==> config.mk <==
export PLATFORM = sky130hd
export DESIGN_NAME = depp_host
export DESIGN_NICKNAME = d
export VERILOG_FILES = /design/src/rtl/depp_host.sv
export SDC_FILE = /design/constraint.sdc
export NUM_CORES = 1
export LEC_CHECK = 0
export ABC_AREA = 0
export CAP_MARGIN = 20
export CORE_ASPECT_RATIO = 0.6
export CORE_MARGIN = 10
export CORE_UTILIZATION = 50
export CTS_CLUSTER_SIZE = 16
export DETAILED_ROUTE_END_ITERATION = 6
export PLACE_DENSITY = 0.92
export SLEW_MARGIN = 20
export SYNTH_ARGS = -nofsm -noshare
export SYNTH_HDL_FRONTEND = slang
export SYNTH_SLANG_ARGS = --single-unit
export TNS_END_PERCENT = 30
==> constraint.sdc <==
create_clock -name i_clk -period 3.3 [get_ports i_clk]
set_clock_uncertainty 0.1 [all_clocks]
set_input_delay 0.825 -clock i_clk [delete_from_list [all_inputs] [get_ports i_clk]]
set_output_delay 0.825 -clock i_clk [all_outputs]
set_load 0.1 [all_outputs]
==> src/rtl/depp_host.sv <==
// DEPP host-side initiator: turns single-byte commands into EPP address/data
// read/write cycles on astb_n/dstb_n/write_n/depp/wait, with a per-cycle timeout.
module depp_host #(
    parameter int SETUP_CYCLES   = 2,
    parameter int TIMEOUT_CYCLES = 255,
    parameter int TW             = 8
) (
    input  logic       i_clk,
    input  logic       i_rst_n,
    input  logic       i_cmd_stb,
    input  logic [1:0] i_cmd_type,
    input  logic [7:0] i_cmd_data,
    output logic       o_cmd_busy,
    output logic       o_rsp_stb,
    output logic [7:0] o_rsp_data,
    output logic       o_rsp_timeout,
    output logic       o_astb_n,
    output logic       o_dstb_n,
    output logic       o_write_n,
    output logic [7:0] o_depp,
    output logic       o_depp_oe,
    input  logic [7:0] i_depp,
    input  logic       i_wait
);

    localparam int SW = (SETUP_CYCLES < 2) ? 1 : $clog2(SETUP_CYCLES);
    localparam logic [SW-1:0] SETUP_LAST = SW'(SETUP_CYCLES - 1);
    localparam logic [TW-1:0] TO_LAST    = TW'(TIMEOUT_CYCLES - 1);

    typedef enum logic [1:0] {
        IDLE    = 2'd0,
        SETUP   = 2'd1,
        STROBE  = 2'd2,
        RELEASE = 2'd3
    } state_t;

    state_t        state, state_nxt;
    logic [1:0]    cmd_type, cmd_type_nxt;
    logic [SW-1:0] setup_cnt, setup_cnt_nxt;
    logic [TW-1:0] to_cnt, to_cnt_nxt;
    logic [7:0]    rd_data, rd_data_nxt;
    logic          wait_meta, wait_s;

    logic          astb_n_nxt, dstb_n_nxt, write_n_nxt, depp_oe_nxt;
    logic [7:0]    depp_nxt;
    logic          cmd_busy_nxt, rsp_stb_nxt, rsp_timeout_nxt;
    logic [7:0]    rsp_data_nxt;
    logic          to_hit;

    assign to_hit = (to_cnt == TO_LAST);

    always_ff @(posedge i_clk) begin
        if (!i_rst_n) begin
            state         <= IDLE;
            cmd_type      <= 2'b00;
            setup_cnt     <= '0;
            to_cnt        <= '0;
            rd_data       <= 8'h00;
            wait_meta     <= 1'b0;
            wait_s        <= 1'b0;
            o_astb_n      <= 1'b1;
            o_dstb_n      <= 1'b1;
            o_write_n     <= 1'b1;
            o_depp        <= 8'h00;
            o_depp_oe     <= 1'b0;
            o_cmd_busy    <= 1'b0;
            o_rsp_stb     <= 1'b0;
            o_rsp_data    <= 8'h00;
            o_rsp_timeout <= 1'b0;
        end else begin
            state         <= state_nxt;
            cmd_type      <= cmd_type_nxt;
            setup_cnt     <= setup_cnt_nxt;
            to_cnt        <= to_cnt_nxt;
            rd_data       <= rd_data_nxt;
            wait_meta     <= i_wait;
            wait_s        <= wait_meta;
            o_astb_n      <= astb_n_nxt;
            o_dstb_n      <= dstb_n_nxt;
            o_write_n     <= write_n_nxt;
            o_depp        <= depp_nxt;
            o_depp_oe     <= depp_oe_nxt;
            o_cmd_busy    <= cmd_busy_nxt;
            o_rsp_stb     <= rsp_stb_nxt;
            o_rsp_data    <= rsp_data_nxt;
            o_rsp_timeout <= rsp_timeout_nxt;
        end
    end

    // Every output is computed here one cycle ahead so the pins come straight from flops.
    always_comb begin
        state_nxt       = state;
        cmd_type_nxt    = cmd_type;
        setup_cnt_nxt   = setup_cnt;
        to_cnt_nxt      = to_cnt;
        rd_data_nxt     = rd_data;
        astb_n_nxt      = o_astb_n;
        dstb_n_nxt      = o_dstb_n;
        write_n_nxt     = o_write_n;
        depp_nxt        = o_depp;
        depp_oe_nxt     = o_depp_oe;
        rsp_stb_nxt     = 1'b0;
        rsp_data_nxt    = o_rsp_data;
        rsp_timeout_nxt = o_rsp_timeout;

        case (state)
            IDLE: begin
                if (i_cmd_stb) begin
                    state_nxt     = SETUP;
                    cmd_type_nxt  = i_cmd_type;
                    setup_cnt_nxt = '0;
                    write_n_nxt   = i_cmd_type[0];
                    if (!i_cmd_type[0]) begin
                        depp_nxt    = i_cmd_data;
                        depp_oe_nxt = 1'b1;
                    end else begin
                        depp_nxt    = 8'h00;
                        depp_oe_nxt = 1'b0;
                    end
                end
            end

            // A peripheral still holding wait from a previous cycle blocks the strobe.
            SETUP: begin
                if (setup_cnt == SETUP_LAST) begin
                    if (!wait_s) begin
                        state_nxt  = STROBE;
                        to_cnt_nxt = '0;
                        if (cmd_type[1]) begin
                            dstb_n_nxt = 1'b0;
                        end else begin
                            astb_n_nxt = 1'b0;
                        end
                    end
                end else begin
                    setup_cnt_nxt = setup_cnt + SW'(1);
                end
            end

            STROBE: begin
                to_cnt_nxt = to_cnt + TW'(1);
                if (to_hit) begin
                    state_nxt       = IDLE;
                    astb_n_nxt      = 1'b1;
                    dstb_n_nxt      = 1'b1;
                    write_n_nxt     = 1'b1;
                    depp_nxt        = 8'h00;
                    depp_oe_nxt     = 1'b0;
                    rsp_stb_nxt     = 1'b1;
                    rsp_data_nxt    = 8'h00;
                    rsp_timeout_nxt = 1'b1;
                end else if (wait_s) begin
                    state_nxt  = RELEASE;
                    astb_n_nxt = 1'b1;
                    dstb_n_nxt = 1'b1;
                    if (cmd_type[0]) begin
                        rd_data_nxt = i_depp;
                    end
                end
            end

            RELEASE: begin
                to_cnt_nxt = to_cnt + TW'(1);
                if (to_hit || !wait_s) begin
                    state_nxt       = IDLE;
                    astb_n_nxt      = 1'b1;
                    dstb_n_nxt      = 1'b1;
                    write_n_nxt     = 1'b1;
                    depp_nxt        = 8'h00;
                    depp_oe_nxt     = 1'b0;
                    rsp_stb_nxt     = 1'b1;
                    rsp_timeout_nxt = to_hit;
                    rsp_data_nxt    = (!to_hit && cmd_type[0]) ? rd_data : 8'h00;
                end
            end

            default: begin
                state_nxt = IDLE;
            end
        endcase

        cmd_busy_nxt = (state_nxt != IDLE);
    end

endmodule
[After elaboration in Yosys (flattened, before gate mapping)]
Index checks and enable logic that the tools add are counted.
Widths: inputs -> output; s select.
Storage, ports and cells
  flip-flop bits (word level): 46
  output and inout port bits: 23
  logic and storage cells: 96
Cells by class
  $add $sub $neg: 2
  eq/ne operators: 12
  multiplexer cells: 45
  bitwise operators: 1
  reduce and logical (&&, ||, !) cells: 20
Operators with widths (number)
  $mux 8: 8
  $pmux 8 s2: 2
  $pmux 8 s3: 1
  $mux 1: 20
  $ne 2x2->1 const B: 7
  $mux 2: 6
  $pmux 1 s3: 4
  $reduce_and 6->1: 2
  $add 8x1->8 const B: 1
  $eq 8x8->1 const B: 1
  $pmux 2 s4: 1
  $reduce_and 4->1: 2
  $reduce_bool 2->1: 4
  $pmux 1 s2: 3
  $reduce_and 3->1: 2
  $reduce_bool 3->1: 2
  $eq 2x2->1 const B: 2
  $reduce_and 2->1: 2
  $ne 3x3->1 const B: 1
  $eq 2x1->1 const B: 1
  $logic_not 1->1: 2
  $logic_not 2->1: 1
  $reduce_or 2->1: 1
  $add 1x1->1 const B: 1
  other kinds (3): 3

[Depth between registers and ports, before layout]
Gate-level depths: netlist (run 1).
  depth after elaboration: 6
  depth in mapped cells: 7
  mapped depth without buffers: 6

[Worst setup path before layout (run 1)]
OpenSTA, ideal clock, no wires.
  kind: input-to-reg
  from: input i_cmd_stb
  to: register o_write_n
  library setup time: 0.128 ns
  data arrival time: 1.656 ns
  slack: 1.416 ns
  stages: 4
  cell sequence: nor3b_2 -> a21oi_1 -> a31o_1 -> nand2_1
On the way
  longest elaborated chain between the ends: 2
RTL lines
  from (decl): RTL line 10  | input logic i_cmd_stb,
  $ne 2x2->1 (no line)
  $reduce_and 4->1 (no line)
  to (signal assigned): RTL line 80  | o_write_n <= write_n_nxt;
  to (decl): RTL line 19  | output logic o_write_n,
Every way passes these cells.
A chain may end at the register's enable or synchronous reset.

==> results.md, run 1 <==
- Die X-Extent: 99.20 um
- WS Path Type: input port to flop
- Cell row count: 17
- Port bufs: 44
- Initial core utilization: 0.5174
- Setup violations, final: 0
- CP bufs+invs: 1
- Fin. Hold Viols: 0
- Hold Crit Depth: 1
- Clock power share: 0.363
- Worst slew margin: 0.5117
- Vias in the first global route: 1,477
- Antenna viol nets, final: 0
- Final worst-path cycle share: 0.7198
- Bufs on Longest Clock Path: 2
- Post-synthesis sequential area ratio: 0.4894
- Post-synth EDFFs: 0
- Worst Path Max Fanout: 15
- LEAKAGE: 0.001024 uW
- Asr flop ratio synth: 0
- Final Instance Area: 0.002410 mm2
- Initial antenna violation count: 0
- Sw frac: 0.2686
- Routed vias: 1,570
- Final wirelength: 4.528 mm
- HP Class: flop to flop
- Synthesized instance count: 198
- Area contributors post-synth: dfxtp_1 49%, nor2_1 6.0%, mux2i_1 5.3%
- Worst Tran Pin Value: 732.4 ps
- Sequential power share: 0.501
- Drt drc: 0
- HPWL after detailed placement: 3.369 mm
- Placed Area: 0.002296 mm2
- Critical Path Start Type: input port
- Hold Buf Count CTS: 0
- Synth top area share: 0.4894
- NumNets Final: 266
- CTS H-tree lvls: 2
- FF+latch count, synth: 46
- Internal power: 846.6 uW
- Fraction of layout cells with a size suffix above 1: 0.2058
- CTS tree: yes
- Global route overflow: 0
- 1st-pass router iterations: 4
- Synth Flop Type: dfxtp_1
- Cell depth of the worst flop-to-flop path: 5
- Syn Area/Cell: 9.504 um2
- Synthesized Nets: 222
- Levels on crit path: 4
- Clock root buffer: clkbuf_8
- Peak supply drop: 0.3428 mV
- Max-cap violations: 0
- Ys Warns: 0
- Ports: 45
- DR WL/cell: 15.61 um
- Tot GR Track Use: 0.1343
- Mapped Area: 0.001882 mm2
- Critical Path Slowest Stage Cell: clkdlybuf4s50_1
- Top cell family by delay on the critical path: buffers and inverters
- FMAX: 421.0 MHz
- Post-synthesis cell type count: 39
- Net switching power: 310.9 uW
- Largest net degree at the start of global routing: 24
- Max incr delay on CP: 810 ps
- Post-CTS sizing: 0
- Core Footprint: 0.003637 mm2
- RSZ-0062 raised after global routing: false
- ANT cells: 0
- Combinational share of power: 0.136
- Via/cell ratio: 5.414
- Worst-path clk slew: 90 ps
- Sink Count: 46
- Setup Fix Bufs, Post-CTS: 0
- Final Critical Period: 2375 ps
- Slew Limit Fails: 0
- CP endpoint kind: flop
- Outcome: completed
- Initial DRC Count: 138
- Crit path required time: 3460 ps
- Total negative slack: 0 ps
- Area Overhead vs Synth: 28.06%
- Die area: 0.006698 mm2
- Synth area leader: dfxtp_1
- Worst-Skew Late Latency: 310 ps
- Die outline height: 67.52 um
- Power Density: 480.3 mW/mm2
- First-pass GRT wire length: 7.286 mm
- Routability congestion estimate: 0.8724
- Cts bufs inserted: 5
- Worst path cell trace: clkdlybuf4s50_1 -> nand3_1 -> nor3b_2 -> a31o_2
- CP Data Arrival Time: 2530 ps
-- power groups by stage --
| stage | registers (uW) | logic [uW] | clock network, uW |
|---|---|---|---|
| final | 580 | 157 | 420 |
| after global routing | 583 | 167 | 440 |
| after CTS | 580 | 157 | 427 |
| after detailed placement | 593 | 157 | 0 |
| after global placement | 592 | 155 | 0 |
| after floorplan | 644 | 53.0 | 0 |
-- metrics by stage --
step                      power [uW]  hold slack, ps  worst slack (ps)  utilization  std cells
final                           1158           346.7             924.6       0.6625        290
after global routing            1190           362.8             808.5       0.6625        290
after CTS                       1164           352.5             973.1       0.6625        290
after detailed placement       749.6           332.4             654.7       0.6312        282
after global placement         747.8           315.3             681.4       0.6312        282
after floorplan                696.6           311.9              1416            -        198
-- layout make-up --
cell class | count | area [um2]
inverter | 7 | 26.28
clock inverter | 3 | 45.04
timing repair buffer | 47 | 405.4
tap | 47 | 58.81
clock buffer | 5 | 68.82
fill | 284 | 1227
multi-input combinational | 135 | 884.6
sequential | 46 | 920.9
-- state kept, by name, indices dropped and copies added (netlist names), 2 cells and up --
| name | cells |
|---|---|
| to_cnt | 8 |
| o_rsp_data | 8 |
| state | 2 |
| o_depp | 8 |
| cmd_type | 2 |
| rd_data | 8 |
-- cell families after synthesis --
family / count (synthesis) / synth area share
AOI/OAI and AO/OA: 53 / 0.2055
DFF: 46 / 0.4894
and+or+nand+nor: 64 / 0.1702
adders and majority gates: 2 / 0.01330
xor gates and xnor gates: 6 / 0.02793
buffers and inverters: 17 / 0.04055
muxes: 10 / 0.05319
-- worst reg2reg max path: stages, from the launching register on --
cell	delay [ps]
dfxtp_1	500
buf_4	310
inv_2	130
or3_4	490
a32oi_1	220
nor2_1	70
-- worst paths after layout --
path              slack [ps]                         end                 start
setup / recovery         920  o_rsp_data[7]$_SDFFE_PN0P_               i_rst_n
hold / removal           350           wait_s$_SDFF_PN0_  wait_meta$_SDFF_PN0_
setup reg to reg        1360      o_depp[6]$_SDFFE_PN0P_   state[1]$_SDFF_PN0_
hold reg to reg          350           wait_s$_SDFF_PN0_  wait_meta$_SDFF_PN0_
-- cell usage after synthesis (all sizes together) (3+ instances only) --
cell type and n:
a31oi 3, nor2b 3, inv 6, a31o 9, dfxtp 46, and3 3
nor2 30, buf 6, xor2 5, a32oi 8, nand2 11, o21ai 9
clkbuf 4, mux2i 10, o2111ai 4, a21oi 17, nand3 5
-- metal layers --
metal  part of all wire  track usage
met1               0.49       0.1825
met2               0.40       0.1828
met3              0.093      0.05601
met4              0.011      0.05338
met5                  0            0
-- placed cells by master (no fill, tap or decap), types with 3 or more instances in the layout --
master and n:
o2111ai_1 3, and3_1 3, nand2_1 11, nor2b_1 3, o21ai_0 8, a31o_2 8
clkbuf_8 5, a21oi_1 16, nor2_1 30, nand3_1 4, xor2_1 5, clkdlybuf4s50_1 21
a32oi_1 8, dfxtp_1 46, inv_1 5, buf_4 26, a31oi_1 3, mux2i_1 10
(Power assumes the default switching activity.)
==> inputs of run 2 (changes only) <==
Settings changed: CORE_UTILIZATION 50 to 49, PLACE_DENSITY 0.92 to 0.91.
Clock period 3.3 ns to 2.3 ns, I/O delays scaled along.
==> run 2 against run 1 <==
Net effect: register-to-register slack lost 970 ps; sequential power grew 43%; sequential share of layout area shrank 0.39 points; hold slack lost 2.8 ps; routed wire length is the same; first-iteration DRC count shrank 28%; cell count grew 1.4%; critical path type unchanged; critical endpoint is now o_depp[3]$_SDFFE_PN0P_.
==> results.md, run 2 (synthesized netlist as in run 1, its figures left out) <==
- Outcome: completed
- Vias in the first global route: 1,457 (-1.4%)
- Area of the multi-input gates: 884.6 um2 (unchanged)
- Initial antenna violation count: 0 (unchanged)
- Crit path required time: 2430 ps (-1030 ps)
- HPWL after detailed placement: 3.366 mm (about the same)
- 1st-pass router iterations: 4 (unchanged)
- Hold WS: 343.9 ps (-2.797 ps)
- Cell row count: 17 (unchanged)
- Final wirelength: 4.528 mm (unchanged)
- Area Overhead vs Synth: 29.39%
- Bufs on Longest Clock Path: 2 (unchanged)
- Die outline height: 68 um (+0.71%)
- Die X-Extent: 100.0 um (+0.81%)
- Final Instance Area: 0.002435 mm2 (+1.0%)
- Post-CTS sizing: 0 (unchanged)
- Global route overflow: 0 (unchanged)
- WS Path Type: input port to flop
- Peak supply drop: 0.4323 mV (+26%)
- Sequential standard cell area: 920.9 um2 (unchanged)
- FMAX: 511.4 MHz
- Sequential power share: 0.506 (+0.005)
- CP endpoint kind: flop
- Fraction of layout cells with a size suffix above 1: 0.2186 (+0.01286)
- Worst-Skew Late Latency: 300 ps (about the same)
- Worst-path clk slew: 80 ps (about the same)
- ANT cells: 0 (unchanged)
- Clock root buffer: clkbuf_8
- Initial DRC Count: 99 (-28%)
- Setup violations, final: 0 (unchanged)
- Setup Fix Bufs, Post-CTS: 0 (unchanged)
- Cts bufs inserted: 5 (unchanged)
- Worst Path Max Fanout: 10 (-5)
- NumNets Final: 270 (+1.5%)
- CTS tree: yes
- Slew Limit Fails: 0 (unchanged)
- Final Critical Period: 1956 ps
- Initial core utilization: 0.5114 (-0.005981)
- Hold Crit Depth: 1 (unchanged)
- Placed Area: 0.002326 mm2 (+1.3%)
- Ports: 45 (unchanged)
- Commonest non-fill, non-tap cells in the layout: 46 x dfxtp_1, 30 x nor2_1, 30 x buf_4
- Worst setup margin: 344.4 ps (-580.2 ps)
- Max-cap violations: 0 (unchanged)
- Tot GR Track Use: 0.1307 (-0.003591)
- LEAKAGE: 0.001051 uW (+2.7%)
- Net switching power: 429.3 uW (+38%)
- Clock power share: 0.354 (-0.009)
- HP Class: flop to flop
- Fillers: 297 (+4.6%)
- Combinational share of power: 0.140 (+0.004)
- Dpl ws: 51.74 ps (-603.0 ps)
- Antenna viol nets, final: 0 (unchanged)
- Internal power: 1215 uW (+44%)
- Sink Count: 46 (unchanged)
- Final worst-path cycle share: 0.8503
- Worst Tran Pin Value: 674.2 ps (-58.25 ps)
- CP Data Arrival Time: 2090 ps (-440 ps)
- Power Density: 675.5 mW/mm2 (+41%)
- DR WL/cell: 15.40 um (-1.4%)
- Most common cell after layout, fill and taps aside: dfxtp_1
- CTS H-tree lvls: 2 (unchanged)
- RSZ-0062 raised after global routing: false
- First-pass GRT wire length: 7.155 mm (-1.8%)
- Sw frac: 0.2610 (-0.007578)
- Via/cell ratio: 5.323 (-1.7%)
- Die area: 0.006800 mm2 (+1.5%)
- Critical Path Start Type: input port
- Largest net degree at the start of global routing: 21 (-13%)
- Total negative slack: 0 ps (unchanged)
- Cell depth of the worst flop-to-flop path: 6 (+1)
- Routed vias: 1,565 (-0.32%)
- Port bufs: 44 (unchanged)
- Hold Buf Count CTS: 0 (unchanged)
- Core Footprint: 0.003680 mm2 (+1.2%)
- Routability congestion estimate: 0.8159 (-6.5%)
- Worst slew margin: 0.5506 (+0.03883)
- Drt drc: 0 (unchanged)
- Fin. Hold Viols: 0 (unchanged)
==> run 2: area by class of cell <==
cell class                 instances  share of cell area
sequential                        46              0.3782
clock inverter                     3             0.01644
tap                               47             0.02415
multi-input combinational        135              0.3633
timing repair buffer              51              0.1788
clock buffer                       5             0.02826
inverter                           7             0.01079
==> run 2: path summary, 6_finish.rpt <==
kind	startpoint	slack, ps	to
worst max-delay path	i_cmd_stb	340	o_depp[3]$_SDFFE_PN0P_
worst max register to register	to_cnt[0]$_SDFFE_PN0P_	390	o_rsp_data[6]$_SDFFE_PN0P_
worst min-delay path	wait_meta$_SDFF_PN0_	340	wait_s$_SDFF_PN0_
worst min register to register	wait_meta$_SDFF_PN0_	340	wait_s$_SDFF_PN0_
==> run 2: stage by stage <==
stage,total power (uW),instances,util
after floorplan,999.5,198,-
after global placement,1077,286,0.6321
after detailed placement,1081,286,0.6321
after CTS,1657,294,0.6617
after global routing,1711,294,0.6617
final,1645,294,0.6617
==> run 2: power by group through the flow <==
stage | sequential, uW | combinational (uW) | clock (uW)
global route | 835 | 245 | 630
floorplan | 923 | 76.0 | 0
finish | 832 | 230 | 582
detailed placement | 851 | 230 | 0
CTS | 832 | 231 | 594
global placement | 850 | 227 | 0
==> run 2: critical path, cell delays in order <==
cell             delay (ps)
clkdlybuf4s50_1         450
nor3b_2                 190
a21oi_1                 550
a32oi_1                 200
nor2_1                  120
==> run 2: routing by layer <==
layer	GRT usage	wire, um
met1	0.1819	2224
met4	0.03684	42
met5	0	0
met2	0.1817	1900
met3	0.05226	361
